### src/rtl/cache_pkg.sv
// -----------------------------------------------------------------------------
// cache_pkg
// Shared definitions for the cache miss-fill path.
//   - Default geometry (DEF_*) used as parameter defaults by cache_fill_ctrl.
//   - Widths derived from the defaults (set/way index, line, beat, beat count).
//   - clog2_min1(): ceil(log2(n)) but never less than 1, so that a geometry
//     with a single set/way/beat still gets a 1-bit index.
//   - fill_state_t: the miss-fill FSM state encoding.
// -----------------------------------------------------------------------------
package cache_pkg;

    function automatic int clog2_min1(input int value);
        return (value <= 1) ? 1 : $clog2(value);
    endfunction

    localparam int DEF_NUM_WAYS             = 4;
    localparam int DEF_NUM_SETS             = 16;
    localparam int DEF_CACHE_LINE_TAG_WIDTH = 22;
    localparam int DEF_CACHE_LINE_BYTES     = 64;
    localparam int DEF_L2_BEAT_BYTES        = 16;

    localparam int NUM_SETS_LOG    = clog2_min1(DEF_NUM_SETS);
    localparam int NUM_WAYS_LOG    = clog2_min1(DEF_NUM_WAYS);
    localparam int CACHE_LINE_BITS = DEF_CACHE_LINE_BYTES * 8;
    localparam int BEAT_BITS       = DEF_L2_BEAT_BYTES * 8;
    localparam int NUM_BEATS       = DEF_CACHE_LINE_BYTES / DEF_L2_BEAT_BYTES;
    localparam int BEAT_CNT_W      = clog2_min1(NUM_BEATS);

    typedef enum logic [2:0] {
        FILL_IDLE     = 3'd0,
        FILL_LRU      = 3'd1,
        FILL_LRU_WAIT = 3'd2,
        FILL_REQ      = 3'd3,
        FILL_BEAT     = 3'd4,
        FILL_WRITE    = 3'd5
    } fill_state_t;

endpackage

### src/rtl/cache_fill_beat_asm.sv
// -----------------------------------------------------------------------------
// cache_fill_beat_asm
// Beat counter plus line assembly register for an L2 line fill.
// Each cycle with beat_en, beat_data is stored in slot <count> and the counter
// advances; the beat that fills the last slot raises line_complete (combinational,
// same cycle) and wraps the counter to 0, so the next fill starts at slot 0.
// Ports:
//   clk, rst       clock, asynchronous active-high reset (clears counter and line)
//   beat_en        accept beat_data this cycle
//   beat_data      one L2 response beat
//   line           assembled line, beat i at bits [i*BEAT_BITS +: BEAT_BITS]
//   line_complete  this beat is the last of the line
// -----------------------------------------------------------------------------
module cache_fill_beat_asm #(
    parameter int  BEAT_BITS = 128,
    parameter int  NUM_BEATS = 4,
    localparam int CNT_W     = (NUM_BEATS <= 1) ? 1 : $clog2(NUM_BEATS),
    localparam int LINE_BITS = BEAT_BITS * NUM_BEATS
) (
    input  logic                 clk,
    input  logic                 rst,
    input  logic                 beat_en,
    input  logic [BEAT_BITS-1:0] beat_data,
    output logic [LINE_BITS-1:0] line,
    output logic                 line_complete
);

    localparam logic [CNT_W-1:0] LAST_BEAT = CNT_W'(NUM_BEATS - 1);

    logic [CNT_W-1:0]     count_reg;
    logic [BEAT_BITS-1:0] beat_reg [NUM_BEATS];

    assign line_complete = beat_en && (count_reg == LAST_BEAT);

    always_ff @(posedge clk or posedge rst) begin
        if (rst) begin
            count_reg <= '0;
        end else if (beat_en) begin
            count_reg <= line_complete ? '0 : count_reg + 1'b1;
        end
    end

    always_ff @(posedge clk or posedge rst) begin
        if (rst) begin
            for (int i = 0; i < NUM_BEATS; i++) begin
                beat_reg[i] <= '0;
            end
        end else if (beat_en) begin
            for (int i = 0; i < NUM_BEATS; i++) begin
                if (count_reg == CNT_W'(i)) begin
                    beat_reg[i] <= beat_data;
                end
            end
        end
    end

    generate
        for (genvar gi = 0; gi < NUM_BEATS; gi++) begin : g_line
            assign line[gi*BEAT_BITS +: BEAT_BITS] = beat_reg[gi];
        end
    endgenerate

endmodule

### src/rtl/cache_fill_ctrl.sv
// -----------------------------------------------------------------------------
// cache_fill_ctrl
// Miss-fill engine for the cache update side. Accepts one miss (set, tag),
// queries the LRU for a victim way, fetches the line from L2 as NUM_BEATS beats
// and writes tag + data into the victim way in one cycle, with a fill_done pulse.
// FSM: IDLE -> LRU -> LRU_WAIT -> REQ -> BEAT -> WRITE -> IDLE.
// Ports:
//   clk, rst                       clock, asynchronous active-high reset
//   miss_valid/ready/set_idx/tag   miss request handshake (ready only in IDLE)
//   lru_fill_en/set, lru_fill_way_idx
//                                  victim query; way is valid the cycle after en
//   l2_req_valid/ready/addr        line request, addr = {tag, set}
//   l2_rsp_valid/data              response beats, no back-pressure
//   update_tag_*, update_data_*    tag/data write strobes (WRITE cycle)
//   fill_done, fill_done_set_idx/way_idx
//                                  one-cycle completion pulse
// Optional build macro CACHE_FILL_PERF_EN adds saturating counters:
//   perf_fill_count      completed fills
//   perf_l2_wait_cycles  cycles spent in REQ or BEAT
// -----------------------------------------------------------------------------
module cache_fill_ctrl
    import cache_pkg::*;
#(
    parameter int  NUM_WAYS             = DEF_NUM_WAYS,
    parameter int  NUM_SETS             = DEF_NUM_SETS,
    parameter int  CACHE_LINE_TAG_WIDTH = DEF_CACHE_LINE_TAG_WIDTH,
    parameter int  CACHE_LINE_BYTES     = DEF_CACHE_LINE_BYTES,
    parameter int  L2_BEAT_BYTES        = DEF_L2_BEAT_BYTES,
    localparam int SET_W  = clog2_min1(NUM_SETS),
    localparam int WAY_W  = clog2_min1(NUM_WAYS),
    localparam int TAG_W  = CACHE_LINE_TAG_WIDTH,
    localparam int LINE_W = CACHE_LINE_BYTES * 8,
    localparam int BEAT_W = L2_BEAT_BYTES * 8,
    localparam int BEATS  = CACHE_LINE_BYTES / L2_BEAT_BYTES
) (
    input  logic               clk,
    input  logic               rst,

    input  logic               miss_valid,
    output logic               miss_ready,
    input  logic [SET_W-1:0]   miss_set_idx,
    input  logic [TAG_W-1:0]   miss_tag,

    output logic               lru_fill_en,
    output logic [SET_W-1:0]   lru_fill_set,
    input  logic [WAY_W-1:0]   lru_fill_way_idx,

    output logic               l2_req_valid,
    input  logic               l2_req_ready,
    output logic [TAG_W+SET_W-1:0] l2_req_addr,

    input  logic               l2_rsp_valid,
    input  logic [BEAT_W-1:0]  l2_rsp_data,

    output logic               update_tag_en,
    output logic [WAY_W-1:0]   update_tag_way_idx,
    output logic [SET_W-1:0]   update_tag_set_idx,
    output logic [TAG_W-1:0]   update_tag,
    output logic               update_tag_valid,

    output logic               update_data_en,
    output logic [WAY_W-1:0]   update_data_way_idx,
    output logic [SET_W-1:0]   update_data_set_idx,
    output logic [LINE_W-1:0]  update_data,

    output logic               fill_done,
    output logic [SET_W-1:0]   fill_done_set_idx,
    output logic [WAY_W-1:0]   fill_done_way_idx
`ifdef CACHE_FILL_PERF_EN
    ,
    output logic [31:0]        perf_fill_count,
    output logic [31:0]        perf_l2_wait_cycles
`endif
);

    fill_state_t state_reg, state_next;

    logic [SET_W-1:0]  set_reg;
    logic [TAG_W-1:0]  tag_reg;
    logic [WAY_W-1:0]  way_reg;

    logic              beat_en;
    logic              line_complete;
    logic [LINE_W-1:0] line;
    logic              write_cycle;

    // Beats arriving outside BEAT are dropped here, so a stray response can
    // neither advance the counter nor corrupt the assembled line.
    assign beat_en = (state_reg == FILL_BEAT) && l2_rsp_valid;

    cache_fill_beat_asm #(
        .BEAT_BITS (BEAT_W),
        .NUM_BEATS (BEATS)
    ) u_beat_asm (
        .clk           (clk),
        .rst           (rst),
        .beat_en       (beat_en),
        .beat_data     (l2_rsp_data),
        .line          (line),
        .line_complete (line_complete)
    );

    always_ff @(posedge clk or posedge rst) begin
        if (rst) begin
            state_reg <= FILL_IDLE;
            set_reg   <= '0;
            tag_reg   <= '0;
            way_reg   <= '0;
        end else begin
            state_reg <= state_next;
            if (state_reg == FILL_IDLE && miss_valid) begin
                set_reg <= miss_set_idx;
                tag_reg <= miss_tag;
            end
            // The LRU answers one cycle after lru_fill_en, i.e. during LRU_WAIT.
            if (state_reg == FILL_LRU_WAIT) begin
                way_reg <= lru_fill_way_idx;
            end
        end
    end

    always_comb begin
        state_next   = state_reg;
        miss_ready   = 1'b0;
        lru_fill_en  = 1'b0;
        l2_req_valid = 1'b0;
        write_cycle  = 1'b0;
        case (state_reg)
            FILL_IDLE: begin
                miss_ready = 1'b1;
                if (miss_valid) begin
                    state_next = FILL_LRU;
                end
            end
            FILL_LRU: begin
                lru_fill_en = 1'b1;
                state_next  = FILL_LRU_WAIT;
            end
            FILL_LRU_WAIT: begin
                state_next = FILL_REQ;
            end
            FILL_REQ: begin
                l2_req_valid = 1'b1;
                if (l2_req_ready) begin
                    state_next = FILL_BEAT;
                end
            end
            FILL_BEAT: begin
                if (line_complete) begin
                    state_next = FILL_WRITE;
                end
            end
            FILL_WRITE: begin
                write_cycle = 1'b1;
                state_next  = FILL_IDLE;
            end
            default: begin
                state_next = FILL_IDLE;
            end
        endcase
    end

    assign lru_fill_set        = set_reg;
    assign l2_req_addr         = {tag_reg, set_reg};

    assign update_tag_en       = write_cycle;
    assign update_tag_way_idx  = way_reg;
    assign update_tag_set_idx  = set_reg;
    assign update_tag          = tag_reg;
    assign update_tag_valid    = write_cycle;

    assign update_data_en      = write_cycle;
    assign update_data_way_idx = way_reg;
    assign update_data_set_idx = set_reg;
    assign update_data         = line;

    assign fill_done           = write_cycle;
    assign fill_done_set_idx   = set_reg;
    assign fill_done_way_idx   = way_reg;

`ifdef CACHE_FILL_PERF_EN
    always_ff @(posedge clk or posedge rst) begin
        if (rst) begin
            perf_fill_count     <= '0;
            perf_l2_wait_cycles <= '0;
        end else begin
            if (write_cycle && perf_fill_count != '1) begin
                perf_fill_count <= perf_fill_count + 32'd1;
            end
            if ((state_reg == FILL_REQ || state_reg == FILL_BEAT) &&
                perf_l2_wait_cycles != '1) begin
                perf_l2_wait_cycles <= perf_l2_wait_cycles + 32'd1;
            end
        end
    end
`endif

endmodule
### config.mk
export PLATFORM = sky130hd
export DESIGN_NAME = cache_fill_ctrl
export DESIGN_NICKNAME = d
export VERILOG_FILES = /design/src/rtl/cache_pkg.sv /design/src/rtl/cache_fill_beat_asm.sv /design/src/rtl/cache_fill_ctrl.sv
export SDC_FILE = /design/constraint.sdc
export NUM_CORES = 1
export LEC_CHECK = 0
export ABC_CLOCK_PERIOD_IN_PS = 33800
export BUFFER_PORTS_ARGS = -buffer_cell sky130_fd_sc_hd__buf_2
export CORE_AREA = 2 2 292 294
export CTS_CLUSTER_DIAMETER = 100
export CTS_CLUSTER_SIZE = 24
export DETAILED_ROUTE_END_ITERATION = 16
export DIE_AREA = 0 0 294 296
export HOLD_SLACK_MARGIN = 0.05
export SLEW_MARGIN = 10
export SYNTH_ARGS = -nofsm -noshare
export SYNTH_HDL_FRONTEND = slang
export SYNTH_SLANG_ARGS = --single-unit
### constraint.sdc
create_clock -name clk -period 33.8 [get_ports clk]
set_input_delay 1.69 -clock clk [delete_from_list [all_inputs] [get_ports clk]]
set_output_delay 1.69 -clock clk [all_outputs]
set_load 0.01 [all_outputs]
==> impl_metrics.xml <==
<?xml version="1.0" encoding="UTF-8"?>
<metrics>
  <group name="route">
    <metric name="wl" unit="µm">55100</metric>
    <metric name="detail_route.wl_per_cell" unit="µm">18.3</metric>
    <metric name="dr.pass1.iters" unit="">4</metric>
    <metric name="vias" unit="">12700</metric>
    <metric name="avgViaCountPerCell" unit="">4.22</metric>
    <metric name="dr.first_iter.drc_count" unit="">300</metric>
    <metric name="drtAntennaViolNets" unit="">0</metric>
    <metric name="drc" unit="">0</metric>
  </group>
  <group name="layout">
    <metric name="final-instance-count-excl-fill" unit="">3003</metric>
    <metric name="area_growth" unit="%">24.8</metric>
    <metric name="largest_register_ffs" unit="">512</metric>
    <metric name="nNetsFinal" unit="">2076</metric>
    <metric name="finalInstanceArea" unit="mm²">0.0259</metric>
    <metric name="layout.core_utilization" unit="%">30.7</metric>
    <metric name="post_route_cells_drive_above_1_share" unit="%">41.8</metric>
  </group>
  <group name="yosys">
    <metric name="yosys.area.top_type" unit="">dfrtp_1</metric>
    <metric name="synth.cell_area" unit="mm²">0.0207</metric>
    <metric name="synthXorXnorAreaFrac" unit="%">0</metric>
    <metric name="predominant_post_synthesis_flop_cell" unit="">dfrtp_1</metric>
    <metric name="post-synth-top-area-fraction" unit="%">65.8</metric>
    <metric name="synth_cells" unit="">1226</metric>
    <metric name="ys_async_sr_fraction" unit="%">100</metric>
    <metric name="synth_warnings" unit="">0</metric>
    <metric name="synth_mux_area_share" unit="%">29.3</metric>
    <metric name="synth_compound_gate_area_share" unit="%">0.205</metric>
    <metric name="synth_fa_ha_area_share" unit="%">0.241</metric>
    <metric name="synth_top_family_by_area" unit="">multiplexers</metric>
    <metric name="netlist_top_cells_area" unit="">dfrtp_1, mux2_1, buf_4</metric>
    <metric name="synth_cell_types" unit="">19</metric>
    <metric name="synth_nets" unit="">1391</metric>
    <metric name="synthSimpleGateAreaFrac" unit="%">0.404</metric>
    <metric name="yosysSeqAreaShare" unit="%">65.8</metric>
    <metric name="avg_inst_size_synth" unit="µm²">16.9</metric>
    <metric name="number_of_flops_mapped_to_enable_cells_by_yosys" unit="">0</metric>
    <metric name="yosys_register_bits" unit="">545</metric>
  </group>
  <group name="timing">
    <metric name="slew_margin_rel" unit="%">25.0</metric>
    <metric name="setup_viol_count_final" unit="">0</metric>
    <metric name="setup_tns" unit="ns">0</metric>
    <metric name="final_hold_viol_count" unit="">0</metric>
    <metric name="timing.fmax" unit="GHz">0.221</metric>
    <metric name="layout_worst_path_cycle_share" unit="%">13.4</metric>
    <metric name="worst_pin_slew" unit="ns">1.12</metric>
    <metric name="period_minus_slack" unit="ns">4.52</metric>
    <metric name="skew" unit="ns">0.0108</metric>
    <metric name="finalMaxSlewViolations" unit="">0</metric>
    <metric name="rsz_0062_raised_after_global_routing" unit="">no</metric>
  </group>
  <group name="cts">
    <metric name="cts-htree-levels" unit="">1</metric>
    <metric name="cts_made_buffers" unit="">26</metric>
    <metric name="ctsLongestPathBuffers" unit="">3</metric>
    <metric name="cts_tree" unit="">yes</metric>
    <metric name="cts.repair.resized" unit="">0</metric>
    <metric name="cts.hold.buffers_added" unit="">0</metric>
    <metric name="ctsRootBufferMaster" unit="">clkbuf_16</metric>
    <metric name="post-cts-setup-buffer-count" unit="">0</metric>
    <metric name="clock_sink_count" unit="">545</metric>
    <metric name="path_clk_slew" unit="ns">0.09</metric>
    <metric name="clk-insertion-delay-late" unit="ns">0.59</metric>
  </group>
  <group name="placement">
    <metric name="dp.cells" unit="">2973</metric>
    <metric name="globalplace.congestion" unit="">0.785</metric>
    <metric name="dp.final_hpwl" unit="µm">40200</metric>
    <metric name="portBuffers" unit="">749</metric>
    <metric name="dpl-instance-area" unit="mm²">0.0252</metric>
  </group>
  <group name="floorplan">
    <metric name="floorplan.core_area" unit="mm²">0.0842</metric>
    <metric name="rows" unit="">107</metric>
    <metric name="initial_core_util" unit="%">24.6</metric>
    <metric name="fp.dieW" unit="µm">294</metric>
    <metric name="boundaryPins" unit="">750</metric>
    <metric name="dieHeight" unit="µm">296</metric>
    <metric name="fp.dieArea" unit="mm²">0.0870</metric>
  </group>
  <group name="min_path">
    <metric name="holdCritPathClass" unit="">reg -&gt; reg</metric>
    <metric name="min_path_cells" unit="">1</metric>
  </group>
  <group name="worst_setup_path">
    <metric name="critPathMostFrequentCell" unit="">buf_4</metric>
    <metric name="slowest_delay" unit="ns">0.92</metric>
    <metric name="timing.critical_path.slowest_stage_cell" unit="">buf_4</metric>
    <metric name="critical_path_depth_in_cells" unit="">5</metric>
    <metric name="cp_data_required_time" unit="ns">34.37</metric>
    <metric name="worst-path-max-fanout" unit="">126</metric>
    <metric name="critPathTopFamily" unit="">buffers and inverters</metric>
    <metric name="worst-setup-path-type" unit="">in -&gt; async</metric>
    <metric name="worst_r2r_path_depth" unit="">4</metric>
    <metric name="worst-path-buf-inv" unit="">5</metric>
    <metric name="path_cells" unit="">buf_2 &gt; inv_8 &gt; buf_4 &gt; buf_4 &gt; buf_4</metric>
    <metric name="critPathLaunchType" unit="">input pin</metric>
    <metric name="worst_setup_path_end_kind" unit="">asynchronous set/reset pin</metric>
    <metric name="critPathArrivalTime" unit="ns">5.08</metric>
  </group>
  <group name="pwr">
    <metric name="ir_drop" unit="µV">46.8</metric>
    <metric name="power_density" unit="mW/mm²">81.9</metric>
    <metric name="leakage" unit="nW">15.1</metric>
  </group>
  <group name="global_route">
    <metric name="grt_use_total" unit="%">11.9</metric>
    <metric name="antenna_found_initial" unit="">3</metric>
    <metric name="globalRoute.totalOverflow" unit="">0</metric>
    <metric name="wire_length_of_the_first_global_routing_pass" unit="µm">81700</metric>
    <metric name="first_global_vias" unit="">13500</metric>
    <metric name="grt_max_degree" unit="">127</metric>
  </group>
  <group name="outcome">
    <metric name="run_status" unit="">finished, final reports clean</metric>
  </group>
  <group name="job">
    <metric name="max-cap-violations" unit="">0</metric>
  </group>
</metrics>
[report_power, final]
group          switching, mW  internal [mW]  total, mW  leakage (nW)
Combinational          0.393          0.335      0.728          7.36
Clock                  0.200          0.145      0.345         0.340
Sequential             0.141          0.906       1.05          7.38
[layer usage]
layer / wire, µm / vias to the layer above / global-route usage (%) / share of wire [%]
met5: 0 / - / 0 / 0
met4: 1540 / 0 / 3.65 / 2.8
met3: 3910 / 83 / 2.86 / 7.1
met2: 28100 / 474 / 21.5 / 51
met1: 21500 / 6537 / 13.9 / 39
li1: - / 5575 / - / -
[cell usage after synthesis, types with 2 or more instances]
cell type,number
nand2_1,9
nor2_1,4
nor3_1,2
buf_2,10
buf_6,12
o21ai_1,3
mux2_1,540
buf_4,85
inv_1,4
ha_1,4
dfrtp_1,545
[kinds of logic (layout without fill, tap and decap cells)]
kind of cell	count (synthesis)	after routing
buf+inv	112	798
compound gates	7	7
other cells	0	1
flops	545	545
mux	540	540
fa+ha+maj	4	4
simple gates	18	18
[cell type report]
| cell class | instances | area, µm² |
|---|---|---|
| fillers | 8415 | 58300 |
| flip-flops and latches | 545 | 13600 |
| multi-input cells | 569 | 6290 |
| repair buffers | 764 | 3860 |
| well taps | 1090 | 1360 |
| clock buffers | 28 | 689 |
| inverters | 5 | 26.3 |
| clock inverters | 1 | 7.51 |
| diodes | 1 | 2.50 |
[placed cells by master, fill, tap and decap left out, types with 2 or more instances in the layout]
| master | n |
|---|---|
| clkbuf_16 | 27 |
| nand2_4 | 4 |
| nor3_1 | 2 |
| buf_4 | 15 |
| buf_2 | 749 |
| ha_1 | 4 |
| inv_1 | 3 |
| nand2_1 | 5 |
| o21ai_1 | 3 |
| mux2_1 | 540 |
| nor2_1 | 4 |
| dfrtp_1 | 545 |
[metrics by stage]
stage | hold WS (ns) | power (mW) | setup slack (ns)
2_1_floorplan | 0.508 | 1.43 | 16.87
3_5_place_dp | 0.475 | 1.80 | 28.48
6_report | 0.490 | 2.12 | 29.28
4_1_cts | 0.496 | 2.15 | 29.16
5_1_grt | 0.506 | 2.25 | 28.72
3_3_place_gp | 0.468 | 1.77 | 28.69
[worst reg2reg max path: cells and delay by family (launching register included)]
| family | cells | cell delay (ns) |
|---|---|---|
| buffers and inverters | 1 | 0.79 |
| multiplexers | 1 | 0.47 |
| AND/OR/NAND/NOR | 2 | 1.02 |
| flip-flops | 1 | 0.50 |
[worst paths after layout]
kind,from,end,slack [ns]
max reg2reg,state_reg[0],u_beat_asm.line[56],30.91
max,rst,u_beat_asm.line[361],29.28
min,u_beat_asm.line[167],u_beat_asm.line[167],0.49
min reg2reg,u_beat_asm.line[167],u_beat_asm.line[167],0.49
max in group clk,l2_rsp_valid,u_beat_asm.line[56],30.27
min in group asynchronous,rst,u_beat_asm.line[36],1.22
No activity file was read; power rests on OpenSTA's default activity.
